[src/rtl/sequenciador_decodificador.sv]
// Session controller for the 7-bit symbol decoder: buffers symbols in a small FIFO,
// clears the decoder, strobes one symbol at a time and classifies the decoder state.
module sequenciador_decodificador #(
  parameter int DEPTH    = 4,
  parameter int TIMEOUT  = 16,
  parameter int MAX_SYMS = 12
) (
  input  logic       clk,
  input  logic       Reset,
  input  logic       start,
  input  logic       in_valid,
  input  logic [6:0] in_data,
  output logic       in_ready,
  output logic [6:0] dec_entrada,
  output logic       dec_controle,
  output logic       dec_reset,
  input  logic [3:0] dec_saida,
  output logic       busy,
  output logic       done,
  output logic [1:0] result,
  output logic [3:0] sym_count
);

  localparam int AW = $clog2(DEPTH);
  localparam int TW = $clog2(TIMEOUT);

  localparam logic [1:0] RES_TIMEOUT = 2'b00;
  localparam logic [1:0] RES_A       = 2'b01;
  localparam logic [1:0] RES_B       = 2'b10;
  localparam logic [1:0] RES_ERROR   = 2'b11;

  typedef enum logic [2:0] {
    S_IDLE, S_CLEAR, S_ISSUE, S_WAIT, S_CHECK, S_DONE
  } state_t;

  state_t        state;
  logic [6:0]    mem [DEPTH];
  logic [AW-1:0] wr_ptr, rd_ptr;
  logic [AW:0]   count;
  logic [TW-1:0] timer;
  logic          full, empty, push, pop;
  logic [3:0]    sym_count_next;
  logic          check_end;
  logic [1:0]    check_code;

  assign full     = (count == (AW+1)'(DEPTH));
  assign empty    = (count == '0);
  assign in_ready = !full && (state != S_CLEAR);
  assign push     = in_valid && in_ready;
  assign pop      = (state == S_ISSUE) && !empty;

  assign sym_count_next = sym_count + 4'd1;

  // Accept/error codes win over the length limit.
  always_comb begin
    // NOTE: every output of a combinational block gets a default first, so no path can infer a latch.
    check_end  = 1'b1;
    check_code = RES_ERROR;
    case (dec_saida)
      4'b1000: check_code = RES_ERROR;
      4'b1001: check_code = RES_A;
      4'b1010: check_code = RES_B;
      default: check_end  = (sym_count_next == 4'(MAX_SYMS));
    endcase
  end

  // NOTE: storage has no reset; count alone decides which entries hold valid data.
  always_ff @(posedge clk) begin
    if (push) mem[wr_ptr] <= in_data;
  end

  always_ff @(posedge clk or negedge Reset) begin
    if (!Reset) begin
      wr_ptr <= '0;
      rd_ptr <= '0;
      count  <= '0;
    end else if (state == S_CLEAR) begin
      wr_ptr <= '0;
      rd_ptr <= '0;
      count  <= '0;
    end else begin
      if (push) wr_ptr <= wr_ptr + 1'b1;
      if (pop)  rd_ptr <= rd_ptr + 1'b1;
      case ({push, pop})
        2'b10:   count <= count + 1'b1;
        2'b01:   count <= count - 1'b1;
        default: count <= count;
      endcase
    end
  end

  always_ff @(posedge clk or negedge Reset) begin
    if (!Reset) begin
      state        <= S_IDLE;
      dec_reset    <= 1'b1;
      dec_controle <= 1'b0;
      dec_entrada  <= '0;
      busy         <= 1'b0;
      done         <= 1'b0;
      result       <= RES_TIMEOUT;
      sym_count    <= '0;
      timer        <= '0;
    end else begin
      // NOTE: state registers use non-blocking assignments so every read sees the pre-edge value.
      dec_controle <= 1'b0;
      done         <= 1'b0;
      case (state)
        S_IDLE: begin
          dec_reset <= 1'b0;
          if (start) begin
            state     <= S_CLEAR;
            dec_reset <= 1'b1;
            busy      <= 1'b1;
            result    <= RES_TIMEOUT;
            sym_count <= '0;
            timer     <= '0;
          end
        end
        S_CLEAR: begin
          state     <= S_ISSUE;
          dec_reset <= 1'b0;
        end
        S_ISSUE: begin
          if (!empty) begin
            dec_entrada  <= mem[rd_ptr];
            dec_controle <= 1'b1;
            timer        <= '0;
            state        <= S_WAIT;
          end else if (timer == TW'(TIMEOUT - 1)) begin
            state  <= S_DONE;
            done   <= 1'b1;
            busy   <= 1'b0;
            result <= RES_TIMEOUT;
          end else begin
            timer <= timer + 1'b1;
          end
        end
        S_WAIT: state <= S_CHECK;
        S_CHECK: begin
          sym_count <= sym_count_next;
          if (check_end) begin
            state  <= S_DONE;
            done   <= 1'b1;
            busy   <= 1'b0;
            result <= check_code;
          end else begin
            state <= S_ISSUE;
          end
        end
        S_DONE:  state <= S_IDLE;
        default: state <= S_IDLE;
      endcase
    end
  end

endmodule

[config.mk]
export PLATFORM = sky130hd
export DESIGN_NAME = sequenciador_decodificador
export DESIGN_NICKNAME = d
export VERILOG_FILES = /design/src/rtl/sequenciador_decodificador.sv
export SDC_FILE = /design/constraint.sdc
export NUM_CORES = 1
export LEC_CHECK = 0
export ABC_AREA = 1
export CORE_MARGIN = 1
export CORE_UTILIZATION = 43
export CTS_BUF_LIST = sky130_fd_sc_hd__clkbuf_4 sky130_fd_sc_hd__clkbuf_8
export DETAILED_ROUTE_END_ITERATION = 10
export GPL_ROUTABILITY_DRIVEN = 0
export SLEW_MARGIN = 5
export SYNTH_ARGS = -nofsm -noshare
export SYNTH_HDL_FRONTEND = slang
export SYNTH_SLANG_ARGS = --single-unit
[constraint.sdc]
create_clock -name clk -period 2.1 [get_ports clk]
set_input_delay 0.21 -clock clk [delete_from_list [all_inputs] [get_ports clk]]
set_output_delay 0.21 -clock clk [all_outputs]
set_load 0.01 [all_outputs]
Yosys cells after proc, flatten, opt, wreduce, memory -nomap -nowiden
Memories as Yosys holds them, arrays and structs flattened. A register that Yosys moved wholly into a read port is not among the register bits.
Index checks and enable logic that the tools add are counted.
W data, S select, Z words.
{"block": "op_classes", "n_shift": 0, "div": 0, "n_addsub": 6, "n_reduce_logical": 21, "n_bitwise": 1, "order_cmp": 0, "muxes": 38, "eq_ne": 19, "mul": 0}
{"op": "$eq A4 B4 Y1 const B", "count": 5}
{"op": "$mux W2", "count": 8}
{"op": "$pmux W4 S2", "count": 2}
{"op": "$mux W3", "count": 5}
{"op": "$pmux W3 S5", "count": 1}
{"op": "$mux W1", "count": 13}
{"op": "$mux W4", "count": 3}
{"op": "$reduce_bool A2 Y1", "count": 5}
{"op": "$add A4 B1 Y4 const B", "count": 2}
{"op": "$eq A3 B2 Y1 const B", "count": 2}
{"op": "$eq A3 B3 Y1 const B", "count": 2}
{"op": "$logic_not A3 Y1", "count": 2}
{"op": "$ne A2 B2 Y1 const B", "count": 3}
{"op": "$pmux W2 S3", "count": 1}
{"op": "$pmux W3 S2", "count": 1}
{"op": "$reduce_and A2 Y1", "count": 3}
{"op": "$reduce_bool A3 Y1", "count": 2}
{"op": "$reduce_and A5 Y1", "count": 1}
{"op": "$add A2 B1 Y2 const B", "count": 2}
{"op": "$pmux W1 S2", "count": 2}
{"op": "$pmux W2 S2", "count": 1}
{"op": "$add A3 B1 Y3 const B", "count": 1}
{"op": "$eq A3 B1 Y1 const B", "count": 1}
{"op": "$logic_and A1 B1 Y1", "count": 3}
{"op": "12 further kinds", "count": 14}
{"block": "totals", "ram_bits": 28, "rom_bits": 0, "memories": 1, "reg_bits": 24, "in_bits": 15, "latch_bits": 0, "wordCells": 97, "output_inout_bits": 18}
{"name": "mem", "words": 4, "width": 7, "read_ports": 1, "rd_clocked_by_memory_dff": 1, "write_ports": 1, "line": "37", "source": "logic [6:0] mem [DEPTH];"}

Depth between registers and ports, before layout
Gate-level depths: netlist of run 1.
{"block": "depth", "ltp_word": 7, "depth_mapped": 12, "ltp_nobuf": 12}

Worst setup path before layout of run 1
OpenSTA, ideal clock, no wires.
{"block": "synth_path", "path_type": "register to register", "startpoint": "register count[0]", "endpoint": "register count[2]", "path_stages_with_launch": 13, "required_time_ps": 1982, "arrival_time_ps": 1740, "synth_period_minus_slack_ps": 1858, "path_buffers": 0, "setup_slack_ps": 242, "setup_ps": 118, "path_cell_list": "dfrtp_1 -> nor2_1 -> nand2_1 -> inv_2 -> nor2_8 -> nand2_2 -> inv_1 -> fa_1 -> xor2_1 -> nand3b_1 -> nand2_1 -> nand3_1 -> nand2_1"}
{"block": "synth_via", "elab_chain_cells": 7, "elab_cells_between_ends": 14, "cone_classes": "add/sub: 2; eq/ne: 3; mux: 2; reduce/logical: 7"}
{"item": "start: declaration", "line": "39", "source": "logic [AW:0] count;"}
{"item": "start signal: assignment", "line": "85", "source": "2'b10: count <= count + 1'b1;"}
{"item": "start signal: assignment", "line": "86", "source": "2'b01: count <= count - 1'b1;"}
{"item": "start signal: assignment", "line": "87", "source": "default: count <= count;"}
{"item": "$eq A3 B3 Y1", "line": "46", "source": "assign full = (count == (AW+1)'(DEPTH));"}
{"item": "$logic_not A1 Y1", "line": "48", "source": "assign in_ready = !full && (state != S_CLEAR);"}
{"item": "$logic_and A1 B1 Y1", "line": "48"}
{"item": "$logic_and A1 B1 Y1", "line": "49", "source": "assign push = in_valid && in_ready;"}
{"item": "$eq A2 B1 Y1 or $eq A2 B2 Y1 (tied branches)", "line": "84", "source": "case ({push, pop})"}
{"item": "$pmux W3 S2", "line": "84"}
{"item": "$mux W3", "line": "77", "source": "end else if (state == S_CLEAR) begin"}
Several ways; a longest one is shown, not always the timed one.
A chain may end at the register's enable or synchronous reset.

Final worst setup path of run 1
{"block": "layout_path", "startpoint": "register state[2]", "endpoint": "output port in_ready"}
{"block": "layout_via", "elab_chain_cells": 2}
{"item": "start: declaration", "line": "36", "source": "state_t state;"}
{"item": "start signal: assignment", "line": "94", "source": "state <= S_IDLE;"}
{"item": "start signal: assignment", "line": "111", "source": "state <= S_CLEAR;"}
{"item": "start signal: assignment", "line": "120", "source": "state <= S_ISSUE;"}
{"item": "$ne A3 B1 Y1", "line": "48"}
{"item": "$logic_and A1 B1 Y1", "line": "48"}
{"item": "end: declaration", "line": "13", "source": "output logic in_ready,"}
Every way passes these cells.

==> impl_metrics.yaml, run 1 <==
clock_tree:
  clockRootBuffer: "clkbuf_8"
  cts_buffers: 9
  cts-htree-levels: 3
  cts_buffer_depth: 2
  insertion_delay_ns: 0.33
  cts.repair.resized: 0
  cts_hold_buf: 0
  cts_tree: "done"
  clk_pin_slew_ns: 0.07
  post_cts_buffers: 0
  cts.sink_count: 59
setup_path:
  cp.buffers_inverters: 4
  crit_cells: 6
  path_delay_family: "buffers and inverters"
  required_ns: 1.89
  max_stage_delay_ns: 0.47
  r2r_slack_ns: 0.18
  startpoint: "state[2]"
  crit_fanout: 7
  crit_path_end: "in_ready"
  cp_slowest_cell: "clkdlybuf4s50_1"
  r2r_cells: 12
  worstPathCellList: "inv_1, nand3_2, buf_4, nand2_1, inv_1, clkdlybuf4s50_1"
  startpoint_type: "flop"
  worst_path_most_repeated_cell: "inv_1"
  end_kind: "output pin"
  r2r-start: "count[0]"
  r2r_end: "count[2]"
  worst_ep_arrival_time_ns: 1.74
  crit_type: "flop to output pin"
floorplan:
  die_x_um: 81.0
  die_height_um: 81.0
  rows: 28
  start_util_pct: 45.1
  io_pins: 33
  coreArea_um2: 5960
  fp.dieArea_um2: 6560
placed_design:
  post-place-ws_ns: 0.178
  placedInstanceArea_um2: 3120
  port_buffers: 32
  hpwl_um: 3500
routing:
  vias: 1912
  drtPass1Iterations: 4
  drcViolationCount: 0
  routed_wl_um: 5120
  drtIter0Drc: 117
  wl_per_cell_um: 12.9
  viasPerCell: 4.82
  drtAntennaViolNets: 0
power_and_ir_drop:
  p_int_w: 0.00284
  cellLeakagePower_nw: 1.47
  switching_share_pct: 36.4
  power_frac_clock_pct: 22.5
  combPwrFrac_pct: 37.4
  switchingPower_w: 0.00162
  power_density_nw_per_um2: 1340
  p_seq_share_pct: 40.1
  vdd_drop_max_mv: 0.641
sta:
  fin_setup_tns_ns: 0
  worst_slew_pin_slew_ns: 0.424
  fin_crit_sh_pct: 92.9
  fin_ws_ns: 0.149
  finalSetupViolCount: 0
  report.final.slew_viol_count: 0
  rsz0062_at_grt: "false"
  fin_crit_ns: 1.95
  slew_headroom_pct: 71.5
  skew_ns: 0.00843
  fmax_mhz: 512
  finalHoldViolCount: 0
synth:
  ys_types: 34
  synth_area_um2: 2690
  synth-edff-count: 28
  async_flop_share_pct: 52.5
  ys_warn_count: 0
  avgSynthCellArea_um2: 9.94
  ys_seq_area_share_pct: 60.3
  netlist_top_cells_area: "edfxtp_1 31%, dfrtp_1 28%, nor2_1 7.0%"
  syn_inst: 270
  syn-num-nets: 292
  ys_top_cells_by_count: "50 x nor2_1, 47 x nand2_1, 30 x dfrtp_1"
  synth.most_common_cell: "nor2_1"
  ys_ff_latch: 59
  synth_area_leader_cell: "edfxtp_1"
  synth_top_area_share_pct: 31.3
  yosys_most_used_dff: "dfrtp_1"
grt:
  top_usage_layer: "met2"
  grt_pass1_vias: 1776
  met1_usage_pct: 22.9
  grt_pass1_wl_um: 8400
  met3_usage_pct: 4.38
  use_met2_pct: 27.7
  grt_max_degree: 32
  antenna_found_initial: 0
  grt.total_usage_pct: 17.8
  grt_overflow_total: 0
run:
  maxCapViolCount: 0
layout:
  nets: 339
  drive_above_1_share_pct: 13.0
  antenna_cells: 0
  finalInstanceArea_um2: 3320
  syn2layout_area_growth_pct: 23.6
worst_hold_path:
  holdCritPathClass: "input pin to asynchronous set/reset pin"
run_status:
  status: "finished, final reports clean"
-- area by class of cell --
| type | instances | area (um^2) |
|---|---|---|
| sequential | 59 | 1620 |
| tap | 75 | 93.8 |
| clock inverter | 5 | 53.8 |
| inverter | 30 | 113 |
| clock buffer | 11 | 139 |
| timing repair buffer | 42 | 395 |
| fill | 547 | 2640 |
| multi-input combinational | 175 | 903 |
-- metrics by stage --
| stage | util, % | instances | total power [W] | hold slack [ns] |
|---|---|---|---|---|
| 2_1_floorplan | - | 270 | 0.00289 | -0.0856 |
| 3_3_place_gp | 52.4 | 381 | 0.00348 | 0.465 |
| 3_5_place_dp | 52.4 | 381 | 0.00349 | 0.462 |
| 4_1_cts | 55.6 | 397 | 0.00450 | 0.292 |
| 5_1_grt | 55.7 | 397 | 0.00482 | 0.320 |
| 6_report | 55.7 | 397 | 0.00446 | 0.282 |
-- worst min-delay path by stage --
stage	start	end	cells past startpoint
finish	Reset	wr_ptr[1]	2
floorplan	Reset	busy	0
global placement	result[0]	result[0]	2
global route	Reset	dec_entrada[1]	2
CTS	Reset	wr_ptr[0]	2
detailed placement	dec_reset	dec_reset	2
-- cells by family after synthesis --
| kind of cell | synth area share [%] |
|---|---|
| buffers and inverters | 6.20 |
| adders and majority gates | 3.54 |
| and+or+nand+nor | 20.4 |
| xor gates and xnor gates | 0.652 |
| AOI/OAI and AO/OA | 8.99 |
| DFF | 60.3 |
-- power groups by stage --
| stage | sequential, W | clock (W) | combinational [W] |
|---|---|---|---|
| 3_3_place_gp | 0.00181 | 0 | 0.00167 |
| 2_1_floorplan | 0.00180 | 0 | 0.00110 |
| 5_1_grt | 0.00183 | 0.00109 | 0.00189 |
| 3_5_place_dp | 0.00181 | 0 | 0.00168 |
| 4_1_cts | 0.00179 | 0.00103 | 0.00168 |
| 6_report | 0.00179 | 0.00101 | 0.00167 |
-- registers in the layout (all words and copies together), names as in the netlist, 2 cells and up --
register,cells
count,3
mem,28
dec_entrada,7
wr_ptr,2
state,3
sym_count,4
rd_ptr,2
result,2
timer,4
-- placed cells by master (no fill, tap or decap), types with 2 or more instances in the layout --
cell type / n
a21oi_1: 5
a31oi_1: 7
buf_4: 10
clkbuf_4: 2
clkbuf_8: 9
clkdlybuf4s50_1: 32
clkinv_1: 2
clkinvlp_4: 2
dfrtp_1: 28
dfrtp_2: 2
edfxtp_1: 28
ha_1: 6
inv_1: 26
inv_2: 3
nand2_1: 46
nand2_2: 2
nand3_1: 15
nand3_2: 2
nand3b_1: 2
nand4_1: 2
nor2_1: 50
o21ai_0: 23
o21ai_1: 2
xor2_1: 2
-- layer usage --
metal	part of all wire (%)	routed length (um)	up-vias
li1	-	-	993
met1	47	2420	867
met2	47	2420	42
met3	3.6	185	10
met4	1.9	97	0
met5	0	0	-
No activity file was read; power rests on OpenSTA's default activity.
==> inputs of run 2 (changes only) <==
CAP_MARGIN = 0   (was default)
==> results of run 2 <==
Same layout as run 1: the final DEF is identical, and so are final timing and power.
==> inputs of run 3 (changes only) <==
CORE_MARGIN = 5   (was 1)
==> run 3 against run 2 <==
Compared with the run above:
- final area increased by 0.30%
- final cell count decreased by 0.25%
- clock skew decreased by 0.0019 ns
- flip-flop and latch count unchanged
- sequential power about the same
- die area increased by 21%
- critical path depth unchanged
- first-iteration DRC count decreased by 44%
- total power increased by 2.0%
- critical path type unchanged
- largest cell class unchanged
- largest power group unchanged
==> impl_metrics.yaml, run 3 (synthesis results as in run 1) <==
layout:
  multi_input_area_um2: 906
  finalInstanceArea_um2: 3330
  nets: 338
  largest_register_ffs: 28
  drive_above_1_share_pct: 13.1
  final_cell_mix: "49 x nor2_1, 46 x nand2_1, 32 x clkdlybuf4s50_1, 29 x dfrtp_1, 28 x edfxtp_1"
  antenna_cells: 0
  syn2layout_area_growth_pct: 24.0
  largest_registers: "mem: 28 flops, dec_entrada: 7 flops"
  final_common_cell: "nor2_1"
  num-fill-cells: 542
  regMostFlops: "mem"
  seq_area_um2: 1620
  post_layout_nonfiller_instances: 396
sta:
  rsz0062_at_grt: "true"
  fin_crit_ns: 1.98
  finalHoldViolCount: 0
  finalSetupViolCount: 0
  fmax_mhz: 505
  fin_setup_tns_ns: 0
  fin_ws_ns: 0.119
  report.final.slew_viol_count: 0
  skew_ns: 0.00657
  slew_headroom_pct: 72.5
  worst_slew_pin_slew_ns: 0.408
  fin_crit_sh_pct: 94.3
floorplan:
  die_x_um: 89.0
  die_height_um: 89.0
  fp.dieArea_um2: 7920
  start_util_pct: 44.8
  coreArea_um2: 5990
  rows: 28
  io_pins: 33
setup_path:
  worst_path_most_repeated_cell: "inv_1"
  max_stage_delay_ns: 0.53
  required_ns: 1.89
  crit_fanout: 7
  startpoint_type: "flop"
  worst_ep_arrival_time_ns: 1.77
  cp_slowest_cell: "clkdlybuf4s50_1"
  end_kind: "output pin"
  worstPathCellList: "inv_1, nand3_2, buf_4, nand2_1, inv_1, clkdlybuf4s50_1"
  crit_type: "flop to output pin"
clock_tree:
  clockRootBuffer: "clkbuf_8"
  cts_buffer_depth: 2
  cts_tree: "done"
  cts_hold_buf: 0
  cts_buffers: 9
  cts.repair.resized: 0
  clk_pin_slew_ns: 0.08
  cts.sink_count: 59
  cts-htree-levels: 3
  insertion_delay_ns: 0.34
  post_cts_buffers: 0
power_and_ir_drop:
  power_density_nw_per_um2: 1370
  p_total_w: 0.00455
  cellLeakagePower_nw: 1.48
  vdd_drop_max_mv: 0.595
run:
  maxCapViolCount: 0
routing:
  wl_per_cell_um: 13.3
  drtIter0Drc: 66
  drtAntennaViolNets: 0
  drtPass1Iterations: 4
  routed_wl_um: 5280
  drcViolationCount: 0
  viasPerCell: 4.91
  vias: 1944
grt:
  grt_pass1_wl_um: 8830
  grt_pass1_vias: 1945
  grt.total_usage_pct: 15.0
  grt_overflow_total: 0
  antenna_found_initial: 0
  grt_max_degree: 32
placed_design:
  placedInstanceArea_um2: 3110
  dp_cells: 380
  port_buffers: 32
  hpwl_um: 3680
  post-place-ws_ns: 0.0997
worst_hold_path:
  holdCritPathClass: "input pin to asynchronous set/reset pin"
run_status:
  status: "finished, final reports clean"
## run 3: worst paths after layout
kind / from / to / slack [ns] / cells after the start
min in group clk: start / dec_reset / 0.47 / 3
max: state[2] / in_ready / 0.12 / 6
min: Reset / timer[1] / 0.27 / 2
min reg2reg: result[1] / result[1] / 0.48 / 2
max in group asynchronous: Reset / dec_reset / 1.49 / 2
max reg2reg: count[0] / count[2] / 0.15 / 12
## run 3: layout make-up
type                            instances  area share, %
Clock inverter                          7           2.56
Timing Repair Buffer                   41           11.7
Clock buffer                            9           3.72
Sequential cell                        59           48.6
Inverter                               30           3.38
Tap cell                               75           2.82
Multi-Input combinational cell        175           27.2
## run 3: per-stage QoR
step	util [%]	hold WS, ns
after global routing	55.6	0.302
final	55.6	0.275
after global placement	52.0	0.457
after detailed placement	52.0	0.464
after CTS	55.5	0.277
after floorplan	-	-0.0856
## run 3: worst max-delay path: cells and delay by family, from the launching register on
kind / cells / cell delay (ns)
and+or+nand+nor: 2 / 0.16
DFF: 1 / 0.42
buffers and inverters: 4 / 0.86
## run 3: power by group
part / leakage [nW] / total (W) / internal [W] / switching, W
Sequential: 0.645 / 0.00179 / 0.00154 / 0.000251
Clock: 0.106 / 0.00109 / 0.000570 / 0.000516
Combinational: 0.732 / 0.00167 / 0.000720 / 0.000948
## run 3: per-layer routing
layer	wire length, um	vias up	GRT usage (%)
met3	359	7	5.07
met5	0	-	0
li1	-	989	-
met1	2330	903	17.0
met2	2520	45	25.8
met4	78	0	6.50
